`src/rtl/steer_en_ctrl.sv`:
```
// steer_en_ctrl: rider-detect and steer-enable controller with a settle timer.
// Define STEER_EN_FAST_SIM_EN to shorten the settle to 2^15 cycles for simulation.
module steer_en_ctrl #(
    parameter int              LD_W          = 12,
    parameter logic [LD_W-1:0] MIN_RIDER_WT  = 12'h200,
    parameter logic [LD_W-1:0] WT_HYSTERESIS = 12'h040,
    parameter int              TMR_W         = 26
) (
    input  logic            clk,
    input  logic            rst_n,
    input  logic            ld_vld,
    input  logic [LD_W-1:0] lft_ld,
    input  logic [LD_W-1:0] rght_ld,
    output logic            en_steer,
    output logic            rider_off,
    output logic [1:0]      steer_state
);
    typedef enum logic [1:0] {IDLE = 2'b00, WAIT = 2'b01, STEER = 2'b10} state_e;
    localparam int SW = LD_W + 1;
    localparam logic [LD_W:0] THR_HI = SW'(MIN_RIDER_WT) + SW'(WT_HYSTERESIS);
    localparam logic [LD_W:0] THR_LO = SW'(MIN_RIDER_WT) - SW'(WT_HYSTERESIS);
    logic [LD_W-1:0]  lft_q, rght_q, abs_diff;
    logic [LD_W:0]    sum, diff_s, neg_diff;
    logic [TMR_W-1:0] tmr_q;
    logic [1:0]       state_q;
    logic             sum_gt_min, sum_lt_min, diff_gt_1_4, diff_gt_15_16, tmr_full;
    assign sum           = {1'b0, lft_q} + {1'b0, rght_q};
    assign diff_s        = {1'b0, lft_q} - {1'b0, rght_q};
    assign neg_diff      = -diff_s;
    assign abs_diff      = diff_s[LD_W] ? neg_diff[LD_W-1:0] : diff_s[LD_W-1:0];
    assign sum_gt_min    = sum > THR_HI;
    assign sum_lt_min    = sum < THR_LO;
    assign diff_gt_1_4   = {1'b0, abs_diff} > (sum >> 2);
    assign diff_gt_15_16 = {1'b0, abs_diff} > (sum - (sum >> 4));
`ifdef STEER_EN_FAST_SIM_EN
    assign tmr_full = &tmr_q[14:0];
`else
    assign tmr_full = &tmr_q;
`endif
    // Outputs decode straight from the state register; the illegal code reads as IDLE.
    assign steer_state = state_q;
    assign en_steer    = state_q == STEER;
    assign rider_off   = state_q != WAIT && state_q != STEER;
    always_ff @(posedge clk or negedge rst_n) begin
        if (!rst_n) begin
            state_q <= IDLE;
            lft_q   <= '0;
            rght_q  <= '0;
            tmr_q   <= '0;
        end else begin
            if (ld_vld) begin
                lft_q  <= lft_ld;
                rght_q <= rght_ld;
            end
            case (state_q)
                IDLE: if (sum_gt_min) begin
                    state_q <= WAIT;
                    tmr_q   <= '0;
                end
                WAIT: if (sum_lt_min) state_q <= IDLE;
                    else if (diff_gt_1_4) tmr_q <= '0;
                    else if (tmr_full) state_q <= STEER;
                    else tmr_q <= tmr_q + TMR_W'(1);
                STEER: if (sum_lt_min) state_q <= IDLE;
                    else if (diff_gt_15_16) begin
                        state_q <= WAIT;
                        tmr_q   <= '0;
                    end
                default: state_q <= IDLE;
            endcase
        end
    end
endmodule
```
`config.mk`:
```
export PLATFORM = sky130hd
export DESIGN_NAME = steer_en_ctrl
export DESIGN_NICKNAME = d
export VERILOG_FILES = /design/src/rtl/steer_en_ctrl.sv
export SDC_FILE = /design/constraint.sdc
export NUM_CORES = 1
export LEC_CHECK = 0
export CAP_MARGIN = 25
export CORE_MARGIN = 8
export CORE_UTILIZATION = 55
export CTS_CLUSTER_DIAMETER = 120
export DETAILED_ROUTE_END_ITERATION = 7
export PLACE_DENSITY = 0.84
export SKIP_LAST_GASP = 1
export SLEW_MARGIN = 25
export SYNTH_ARGS = -nofsm -noshare
export SYNTH_HDL_FRONTEND = slang
export SYNTH_SLANG_ARGS = --single-unit
export TNS_END_PERCENT = 1
```
`constraint.sdc`:
```
create_clock -name clk -period 15.4 [get_ports clk]
set_input_delay 3.08 -clock clk [delete_from_list [all_inputs] [get_ports clk]]
set_output_delay 3.08 -clock clk [all_outputs]
set_load 0.05 [all_outputs]
```
==> results.yml <==
routing:
  routed_wl_mm: 12.03
  detailed_route_via_count: 4585
  detailedRoute.firstIterationViolations: 407
  route.met3.wl_um: 519
  routedWlPerCell_um: 16.32
  antenna_left: 0
  avgViaCountPerCell: 6.221
  top_layer: "met4"
  routed-wl-met2_mm: 5.833
  route.detailed.drc: 0
  firstDrtPassIters: 5
  detail_route.wirelength.met1_mm: 5.517
cells_and_area:
  antennaDiodeCount: 0
  final_layout_size_suffix_gt1_share_pct: 7.188
  final_nets: 715
  area_growth_pct: 8.501
sta:
  grt_setup_unrepaired: "no"
  worst_slew_pin_slew_ps: 927.9
  final_slew_viol_count: 0
  timing_hold_violations_final: 0
  finalSetupViolations: 0
  post-route-worst-setup-slack_ps: 8605
  slew-limit-headroom_pct: 38.14
  final_setup_tns_ps: 0
  timing.clock.skew_ps: 6.299
  finalWorstPathRequiredPeriod_ps: 6795
  fmaxAchievable_mhz: 147.2
  layout_worst_path_cycle_share_pct: 44.12
worst_setup_path:
  r2r_setup_slack_ps: 8610
  worst-path-max-fanout: 25
  worst_setup_end_kind: "flip-flop"
  setup.worst_path.class: "flip-flop to flip-flop"
  critPathArrivalTime_ps: 7000
  worst_ep_required_ps: 15610
  critical_path.startpoint_type: "flip-flop"
floorplan:
  chipHeight_um: 112.9
  fp.dieW_um: 112.9
  floorplan.initialDensity_pct: 56.18
  core_area_um2: 9196
  die_area_um2: 12750
  number_of_placement_rows: 35
  num_io_pins: 31
clock_tree:
  numCtsBuffers: 5
  clkLatencyLatePin_ps: 310
  cts_max_path_buffers: 2
  root_buffer: "clkbuf_8"
  h-tree-depth: 2
  clock_pin_slew_worst_setup_and_hold_paths_ps: 100
  cts.repair_timing.setup_buffer_count: 0
  cts.sinks: 52
  cts_hold_buf: 0
  tritoncts_clock_tree: "yes"
  cts.repair.resized: 0
power:
  cellPowerDensity_nw_per_um2: 162.0
  vdd_ir_drop_max_mv: 0.09284
  totalPowerFinal_uw: 907.8
  power.share.switching_pct: 48.46
  cellLeakagePower_nw: 2.557
  switchingPower_uw: 440.0
  internal_power_uw: 467.9
  relative_contribution_of_combinational_cells_to_total_power_pct: 72.0
  clockPowerShare_pct: 10.9
  seqPwrFrac_pct: 17.1
placed_design:
  hpwl_mm: 9.317
  io_buffers: 30
  globalplace.congestion: 0.9157
  preCtsSetupSlack_ps: 8704
global_route:
  gr-total-overflow: 0
  grt_usage_pct: 18.99
  grt_pass1_vias: 4426
  grt_pass1_wl_mm: 20.69
  antenna_found_initial: 0
  grt_max_degree: 53
logic_synthesis:
  synthesis.area_per_instance_um2: 8.525
  yosys_most_used_dff: "dfrtp_1"
  synth_cells: 606
  synth_enable_flop_cells: 0
  ys.warnings.count: 0
  ys_top_cells_by_area: "dfrtp_1 (25%), ha_1 (15%), xnor2_1 (5.4%)"
  synth_top_area_share_pct: 25.19
  netlist-cell-type-count: 74
  synth_largest_area_cell: "dfrtp_1"
  postSynthRegisterBits: 52
  post_synth_instance_area_um2: 5166
  synth-seq-area-share_pct: 25.19
  synth_nets: 696
  synth-async-reset-ratio_pct: 100.0
run:
  timing.max_cap.violations: 0
worst_hold_path:
  min-delay-path-class: "flip-flop to flip-flop"
run_status:
  status: "finished, final reports clean"
## cells in the mapped netlist (9+ instances only)
master,number
ha_1,60
dfrtp_1,52
o21ai_0,49
inv_1,47
nor2_1,45
nand2_1,37
xnor2_1,32
a21oi_1,27
nand3_1,22
o31ai_1,22
and3_1,20
mux2_2,13
nor3_1,11
nand2b_1,10
nand4_1,10
xor2_1,10
a21o_1,9
clkbuf_1,9
nor2b_1,9
## layout make-up
type	instances	area, um^2
sequential	52	1301
inverter	50	187.7
timing repair buffer	33	317.8
multi-input combinational	483	3548
tap	111	138.9
fill	773	3591
clock inverter	2	38.79
clock buffer	6	72.57
## flip-flops by register name, summed over array words and instances (netlist names)
signal and flops:
tmr_q 26, lft_q 12, rght_q 12, steer_state 2
## worst paths after layout
path	from	end	cells after the start
worst max-delay path	lft_q[2]	tmr_q[12]	25
worst min-delay path	tmr_q[25]	tmr_q[25]	1
worst max register to register	lft_q[2]	tmr_q[12]	25
worst min register to register	tmr_q[25]	tmr_q[25]	1
max in group asynchronous	rst_n	tmr_q[15]	2
min in group asynchronous	rst_n	lft_q[3]	2
## stage by stage
stage                     instance area (um^2)  utilization [%]  hold slack, ps  cells
after CTS                                 5605            60.95           497.2    737
after floorplan                           5166                -           445.1    606
final                                     5605            60.95           502.2    737
after global routing                      5605            60.95           528.1    737
after global placement                    5494            59.74           463.8    729
after detailed placement                  5494            59.74           476.3    729
## metal layers
metal  global-route usage (%)  up-vias
li1                         -     2227
met1                    25.03     2217
met2                    32.52      125
met3                    2.290       16
met4                    4.174        0
met5                        0        -
## worst max-delay path, cell delays in order (launching register included)
cell,delay (ps)
dfrtp_1,420
ha_1,480
nor2_1,120
o311a_1,330
or4b_2,610
nand3_1,310
ha_1,330
o21ai_0,90
nand2b_1,100
a21o_1,180
a21o_1,190
a21o_1,160
a21oi_1,220
o21bai_1,100
a21oi_1,230
nand2_1,100
xnor2_1,130
ha_1,310
and4_1,200
o21ai_0,80
a22o_1,250
nor4b_1,260
mux2_2,230
nor2_1,50
or3b_1,760
o31ai_1,430
## logic make-up after synthesis
| logic type | synth area share (%) |
|---|---|
| muxes | 3.609 |
| AOI/OAI and AO/OA | 22.57 |
| and+or+nand+nor | 19.25 |
| xor gates and xnor gates | 7.556 |
| buffers and inverters | 6.127 |
| adders and majority gates | 15.69 |
| DFF | 25.19 |
## placed cells by master, fill, tap and decap left out, types with 3 or more instances in the layout
cell type,netlist,final
fa_1,3,3
nand3_1,22,22
a211o_1,3,3
mux2i_1,4,4
o21a_1,4,4
clkbuf_8,0,5
clkdlybuf4s50_1,0,29
nand2_1,37,37
a21o_1,9,9
or3_1,3,3
nor3_1,11,11
nand4_1,10,10
nand2b_1,10,10
and3_1,20,20
a2111oi_0,3,3
o21bai_1,3,3
and2_1,7,7
xor2_1,10,10
mux2_2,13,13
inv_2,3,3
o31ai_1,22,22
o311ai_0,3,3
a21oi_1,27,27
o21ai_1,3,3
o21ai_0,49,49
ha_1,60,60
buf_4,0,3
inv_1,47,47
o211ai_1,4,4
or2_2,5,5
xnor2_1,32,32
nor2b_1,9,9
dfrtp_1,52,52
nor2_1,45,45
nor3b_1,3,3
## power groups by stage
stage | Combinational [mW] | Clock [mW] | Sequential, mW
4_1_cts | 0.649 | 0.101 | 0.156
3_5_place_dp | 0.642 | 0 | 0.158
3_3_place_gp | 0.619 | 0 | 0.157
6_report | 0.654 | 0.0986 | 0.156
2_1_floorplan | 0.503 | 0 | 0.165
5_1_grt | 0.732 | 0.105 | 0.158
(Power assumes the default switching activity.)
